<file path="src/rtl/seq_shift_unit.sv">
`default_nettype none
// ============================================================================
//  Module   : seq_shift_unit
//  Purpose  : Multi-cycle shifter for the ALU datapath. Loads a word and
//             applies LSL / LSR / ASR / ROR one bit position per clock for a
//             programmable number of steps, then reports the result and
//             carry / overflow / zero flags with a one-cycle done pulse.
//  Revision : 1.0  initial release
// ----------------------------------------------------------------------------
//  Parameters
//    WIDTH    data word width (>= 2)
//    SHAMT_W  width of the shift-amount field
//  Ports
//    clk        in   clock, all state on rising edge
//    reset_n    in   asynchronous active-low reset
//    start      in   request, sampled only in IDLE or DONE
//    mode       in   00 LSL, 01 LSR, 10 ASR, 11 ROR
//    amount     in   number of single-bit shifts (0 .. 2^SHAMT_W-1)
//    data_in    in   operand
//    busy       out  high while shifting
//    done       out  one-cycle pulse, result/flags valid
//    result     out  shifted word, held until next accepted start
//    carry_out  out  last bit shifted/rotated out, 0 if amount = 0
//    overflow   out  LSL only: sign bit changed at any step
//    zero       out  result == 0
// ============================================================================
module seq_shift_unit #(
  parameter int WIDTH   = 16,
  parameter int SHAMT_W = 5
) (
  input  logic               clk,
  input  logic               reset_n,
  input  logic               start,
  input  logic [1:0]         mode,
  input  logic [SHAMT_W-1:0] amount,
  input  logic [WIDTH-1:0]   data_in,
  output logic               busy,
  output logic               done,
  output logic [WIDTH-1:0]   result,
  output logic               carry_out,
  output logic               overflow,
  output logic               zero
);

  // --------------------------------------------------------------------------
  // State encoding
  // --------------------------------------------------------------------------
  localparam logic [1:0] S_IDLE  = 2'd0;
  localparam logic [1:0] S_SHIFT = 2'd1;
  localparam logic [1:0] S_DONE  = 2'd2;

  localparam logic [1:0] M_LSL = 2'b00;
  localparam logic [1:0] M_LSR = 2'b01;
  localparam logic [1:0] M_ASR = 2'b10;
  localparam logic [1:0] M_ROR = 2'b11;

  localparam logic [SHAMT_W-1:0] c_cnt_one = SHAMT_W'(1);

  // --------------------------------------------------------------------------
  // Registers and next-state values
  // --------------------------------------------------------------------------
  logic [1:0]         state_q,  state_d;
  logic [1:0]         mode_q,   mode_d;
  logic [SHAMT_W-1:0] cnt_q,    cnt_d;
  logic [WIDTH-1:0]   result_q, result_d;
  logic               carry_q,  carry_d;
  logic               ovf_q,    ovf_d;

  logic               w_accept;
  logic [WIDTH-1:0]   w_shifted;
  logic               w_shift_carry;
  logic               w_sign_change;

  // A new request is taken only when the unit is not shifting; DONE counts
  // as available so that a held start runs operations back-to-back.
  assign w_accept = start && ((state_q == S_IDLE) || (state_q == S_DONE));

  // --------------------------------------------------------------------------
  // One-step shift datapath, driven by the latched mode
  // --------------------------------------------------------------------------
  always_comb begin
    w_shifted     = result_q;
    w_shift_carry = 1'b0;
    case (mode_q)
      M_LSL: begin
        w_shifted     = {result_q[WIDTH-2:0], 1'b0};
        w_shift_carry = result_q[WIDTH-1];
      end
      M_LSR: begin
        w_shifted     = {1'b0, result_q[WIDTH-1:1]};
        w_shift_carry = result_q[0];
      end
      M_ASR: begin
        w_shifted     = {result_q[WIDTH-1], result_q[WIDTH-1:1]};
        w_shift_carry = result_q[0];
      end
      M_ROR: begin
        w_shifted     = {result_q[0], result_q[WIDTH-1:1]};
        w_shift_carry = result_q[0];
      end
      default: begin
        w_shifted     = result_q;
        w_shift_carry = 1'b0;
      end
    endcase
  end

  // The sign bit changes on this LSL step exactly when the two top bits
  // differ before the shift.
  assign w_sign_change = result_q[WIDTH-1] ^ result_q[WIDTH-2];

  // --------------------------------------------------------------------------
  // Next-state logic
  // --------------------------------------------------------------------------
  always_comb begin
    state_d  = state_q;
    mode_d   = mode_q;
    cnt_d    = cnt_q;
    result_d = result_q;
    carry_d  = carry_q;
    ovf_d    = ovf_q;

    if (w_accept) begin
      result_d = data_in;
      mode_d   = mode;
      cnt_d    = amount;
      carry_d  = 1'b0;
      ovf_d    = 1'b0;
      state_d  = (amount != '0) ? S_SHIFT : S_DONE;
    end else begin
      case (state_q)
        S_SHIFT: begin
          result_d = w_shifted;
          carry_d  = w_shift_carry;
          if (mode_q == M_LSL) begin
            ovf_d = ovf_q | w_sign_change;
          end
          cnt_d = cnt_q - c_cnt_one;
          // Last step: counter is about to go 1 -> 0.
          if (cnt_q == c_cnt_one) begin
            state_d = S_DONE;
          end
        end
        S_DONE: begin
          state_d = S_IDLE;
        end
        S_IDLE: begin
          state_d = S_IDLE;
        end
        default: begin
          // Unreachable encoding: recover to IDLE.
          state_d = S_IDLE;
        end
      endcase
    end
  end

  // --------------------------------------------------------------------------
  // State registers
  // --------------------------------------------------------------------------
  always_ff @(posedge clk or negedge reset_n) begin
    if (!reset_n) begin
      state_q  <= S_IDLE;
      mode_q   <= M_LSL;
      cnt_q    <= '0;
      result_q <= '0;
      carry_q  <= 1'b0;
      ovf_q    <= 1'b0;
    end else begin
      state_q  <= state_d;
      mode_q   <= mode_d;
      cnt_q    <= cnt_d;
      result_q <= result_d;
      carry_q  <= carry_d;
      ovf_q    <= ovf_d;
    end
  end

  // --------------------------------------------------------------------------
  // Outputs: status decoded from the state register, so busy and done are
  // mutually exclusive and glitch-free with respect to inputs.
  // --------------------------------------------------------------------------
  assign busy      = (state_q == S_SHIFT);
  assign done      = (state_q == S_DONE);
  assign result    = result_q;
  assign carry_out = carry_q;
  assign overflow  = ovf_q;
  assign zero      = (result_q == '0);

endmodule
`default_nettype wire

</file>
<file path="config.mk">
export PLATFORM = sky130hd
export DESIGN_NAME = seq_shift_unit
export DESIGN_NICKNAME = d
export VERILOG_FILES = /design/src/rtl/seq_shift_unit.sv
export SDC_FILE = /design/constraint.sdc
export NUM_CORES = 1
export LEC_CHECK = 0
export ABC_AREA = 1
export CORE_MARGIN = 8
export CORE_UTILIZATION = 40
export DETAILED_ROUTE_END_ITERATION = 10
export PLACE_DENSITY = 0.71
export SYNTH_ARGS = -nofsm -noshare
export SYNTH_HDL_FRONTEND = slang
export SYNTH_SLANG_ARGS = --single-unit
</file>
<file path="constraint.sdc">
create_clock -name clk -period 1 [get_ports clk]
set_input_delay 0.15 -clock clk [delete_from_list [all_inputs] [get_ports clk]]
set_output_delay 0.15 -clock clk [all_outputs]
set_load 0.02 [all_outputs]
</file>
# After elaboration in Yosys (flattened, before gate mapping)
# Cells that the tools add are included.
# word_totals
output_inout_bits	21
n_memories	0
reg_bits	27
wordCells	44
mem_bits_rw	0
input_bits	26
latchBits	0
rom_bits	0
# classes
order_cmp	0
reduce_logical	11
n_div	0
n_bitwise	2
n_addsub	1
n_eq_ne	8
shifts	0
n_mul	0
n_mux	15
# op_table
cell	count
case mux 16 bit (4 select lines)	1
2-to-1 mux 16 bit	2
zero test 16 bit	1
2-to-1 mux 5 bit	2
2-to-1 mux 2 bit	4
== test 2 bit (second input constant)	3
== test 5 x 1 -> 1 bit (second input constant)	1
2-to-1 mux 1 bit	5
nonzero test 5 bit	1
subtractor 5 x 1 -> 5 bit (second input constant)	1
== test 2 x 1 -> 1 bit (second input constant)	2
zero test 2 bit	2
AND reduction 2 bit	2
nonzero test 2 bit	2
inequality test 3 x 1 -> 1 bit (second input constant)	1
OR reduction 3 bit	1
inequality test 2 bit (second input constant)	1
case mux 1 bit (2 select lines)	1
logical AND 1 bit	1
logical OR 1 bit	1
OR 1 bit	1
bitwise XOR 1 bit	1

# Longest topological paths before layout
# logic_depth
ltp_word	5
depth_mapped	8
depth_no_buf	7

# Least setup slack after synthesis
# OpenSTA, ideal clock, no wires.
# synth_path
kind	register to output
startpoint	register result_q[14], in the netlist result[14]
endpoint	output zero
arrival_ns	1.205
stages_incl_launch_ff	7
setup_slack_ns	-0.355
t_required_ns	0.850
path_cell_list	dfrtp_1 > inv_1 > ha_1 > nand2_1 > nor3_1 > nand2_1 > nor2_1
# synth_between
elab_chain_len	1
# synth_rtl
item	line_no	rtl
start: declaration	65	logic [WIDTH-1:0] result_q, result_d;
start signal: assignment	173	result_q <= result_d;
zero test 16 bit	188	assign zero = (result_q == '0);
end: declaration	42	output logic zero
# No other way between the ends.

# Final worst setup path
# layout_path
startpoint	register result_q[15], in the netlist result[15]
endpoint	output zero
# Same word-level chain as after synthesis.

==> impl_metrics.env <==
export IMPL_num_vias=2033
export IMPL_die_area_um2=6580
export IMPL_globalRouteOverflowTotal=0
export IMPL_dp_hpwl_um=3610
export IMPL_grt_pass1_wl_um=9410
export IMPL_ys_ff_latch=27
export IMPL_die_x_um=81.1
export IMPL_fin_ws_ps=-582
export IMPL_outcome="finished, violations left"
export IMPL_final_nets=373
export IMPL_wl_per_cell_um=16.7
export IMPL_cts_tree="yes"
export IMPL_p_comb_frac=0.758
export IMPL_setup_viol=46
export IMPL_syn_inst=240
export IMPL_grt_max_degree=28
export IMPL_clock_sinks=27
export IMPL_postCtsHoldBufs=0
export IMPL_synth_cell_types=23
export IMPL_synth_nets=269
export IMPL_worst_slew_pin_slew_ps=382
export IMPL_period_share=1.58
export IMPL_p_int_w=0.00606
export IMPL_synth_area_um2=1700
export IMPL_core_um2=4030
export IMPL_routabilityCongestion=0.826
export IMPL_powerDensity_nw_per_um2=3620
export IMPL_start_kind="flip-flop"
export IMPL_synth_flop_cell="dfrtp_1"
export IMPL_worstPathArrival_ps=1430
export IMPL_clkPwrFrac=0.056
export IMPL_final_cell_area_um2=3160
export IMPL_maxCapViolations=0
export IMPL_start_util=0.421
export IMPL_cts_buffers=3
export IMPL_power_leakage_nw=1.58
export IMPL_endpoint_kind="output port"
export IMPL_via_per_inst=5.17
export IMPL_drt_pass1_iterations=4
export IMPL_slew_headroom=0.745
export IMPL_switching_share=0.470
export IMPL_synth_edf_count=0
export IMPL_hold_viol_final=0
export IMPL_worstPathCellList="inv_1 > ha_1 > nand2_1 > nor3_2 > nand2_1 > nor2_4 > buf_6"
export IMPL_dp_cells=364
export IMPL_clockBufferDepth=2
export IMPL_rsz0062_at_grt="yes"
export IMPL_seqPwrFrac=0.185
export IMPL_root_buffer="clkbuf_8"
export IMPL_yosysWarnings=0
export IMPL_drt_iter0_drc=144
export IMPL_violations="negative setup slack"
export IMPL_rows=23
export IMPL_die_h_um=81.1
export IMPL_multi_input_area_um2=1090
export IMPL_crit_fanout=2
export IMPL_crit_path_frequent_cell="nand2_1"
export IMPL_layout_commonest_cell="nand2_1"
export IMPL_dp_slack_ps=-726
export IMPL_fillers=257
export IMPL_portBuffers=46
export IMPL_skew_ps=6.59
export IMPL_fmax_mhz=632
export IMPL_finalWirelength_um=6550
export IMPL_htree_levels=1
export IMPL_async_flop_share=1.00
export IMPL_antenna_found_initial=0
export IMPL_drv_slew=0
export IMPL_hold_class="in2async"
export IMPL_final_cell_mix="79 x nand2_1, 40 x buf_6, 28 x buf_4"
export IMPL_avgSynthCellArea_um2=7.07
export IMPL_grt_usage=0.182
export IMPL_crit_type="reg2out"
export IMPL_ios=47
export IMPL_remaining_drc_errors=0
export IMPL_grt_pass1_vias=1981
export IMPL_insertion_delay_ps=280
export IMPL_cp_slowest_cell="dfrtp_2"
export IMPL_hold_slack_ps=227
export IMPL_switching_power_w=0.00537
export IMPL_instances_no_fill=393
export IMPL_syn2layout_area_growth_pct=86.1
export IMPL_place_area_um2=2500
export IMPL_drtAntennaViolNets=0
export IMPL_seq_area_frac_synth=0.398
export IMPL_regArea_um2=678
export IMPL_final_layout_size_suffix_gt1_frac=0.446
export IMPL_peakVddDrop_v=0.00172
export IMPL_clk_pin_slew_ps=100
export IMPL_diodes=0
export IMPL_critPathMaxStageDelay_ps=420
export IMPL_setup_tns_ps=-7530
export IMPL_crit_required_ps=850
export IMPL_fin_crit_ps=1580
## state kept, by name, indices dropped and copies added, names as in the netlist
signal     flops
carry_out      1
cnt_q          5
mode_q         2
overflow       1
result        16
state_q        2
## path summary, 6_finish.rpt
| check | from | slack, ps | to | cells past startpoint |
|---|---|---|---|---|
| hold / removal | reset_n | 230 | cnt_q[1] | 2 |
| min in group clk | mode[0] | 440 | mode_q[0] | 3 |
| max in group asynchronous | reset_n | 600 | result[14] | 2 |
| setup reg to reg | state_q[0] | -280 | result[3] | 8 |
| setup / recovery | result[15] | -580 | zero | 7 |
| hold reg to reg | result[13] | 580 | result[13] | 2 |
## layout make-up
| cell class | count | area share |
|---|---|---|
| Multi-Input combinational cell | 179 | 0.346 |
| Timing Repair Buffer | 104 | 0.353 |
| Tap cell | 50 | 0.0198 |
| Clock buffer | 3 | 0.0131 |
| Sequential cell | 27 | 0.215 |
| Timing Repair inverter | 3 | 0.0135 |
| Inverter | 26 | 0.0380 |
| Clock inverter | 1 | 0.00159 |
## critical path: cells and delay by family, from the launching register on
| kind | cells | cell delay (ps) |
|---|---|---|
| adders and majority gates | 1 | 130 |
| buffers and inverters | 2 | 190 |
| DFF | 1 | 420 |
| and+or+nand+nor | 4 | 420 |
## routing by layer
metal | share of wire | GRT usage | routed length [um]
met1 | 0.40 | 0.211 | 2620
met2 | 0.51 | 0.318 | 3350
met3 | 0.056 | 0.0342 | 370
met4 | 0.031 | 0.0804 | 206
met5 | 0 | 0 | 0
## Yosys cell counts (all sizes together), types with 2 or more instances
| cell type | count | share of area |
|---|---|---|
| o211ai | 3 | 0.016 |
| dfrtp | 27 | 0.40 |
| nor2 | 26 | 0.062 |
| nand2 | 93 | 0.22 |
| nand3 | 26 | 0.077 |
| nand4 | 3 | 0.011 |
| inv | 26 | 0.059 |
| or2 | 2 | 0.0074 |
| buf | 9 | 0.053 |
| ha | 3 | 0.022 |
| o21ai | 16 | 0.049 |
| nor3 | 3 | 0.0088 |
## repair_timing
action                     CTS  global route
cloned                       4             2
resized for setup          180            44
pin swaps                   10             8
buffers inserted            11            15
hold endpoints to repair     0             0
setup endpoints to repair   48            48
## stage by stage
step	utilization	power [W]
after floorplan	-	0.00560
after global placement	0.621	0.00789
after detailed placement	0.621	0.00801
after CTS	0.720	0.0102
after global routing	0.784	0.0121
final	0.784	0.0114
## power by group through the flow
stage	clock [W]	sequential [W]	combinational, W
finish	0.000643	0.00212	0.00867
global route	0.000700	0.00216	0.00927
CTS	0.000641	0.00207	0.00746
detailed placement	0	0.00201	0.00600
global placement	0	0.00199	0.00590
floorplan	0	0.00256	0.00304
## logic make-up (layout without fill, tap and decap cells)
group | after synthesis | count (layout) | share of synthesized area
AOI/OAI and AO/OA | 20 | 20 | 0.0686
buffers and inverters | 35 | 137 | 0.112
DFF | 27 | 27 | 0.398
xor gates and xnor gates | 1 | 1 | 0.00516
and+or+nand+nor | 154 | 155 | 0.394
adders and majority gates | 3 | 3 | 0.0221
No activity file was read; power rests on OpenSTA's default activity.
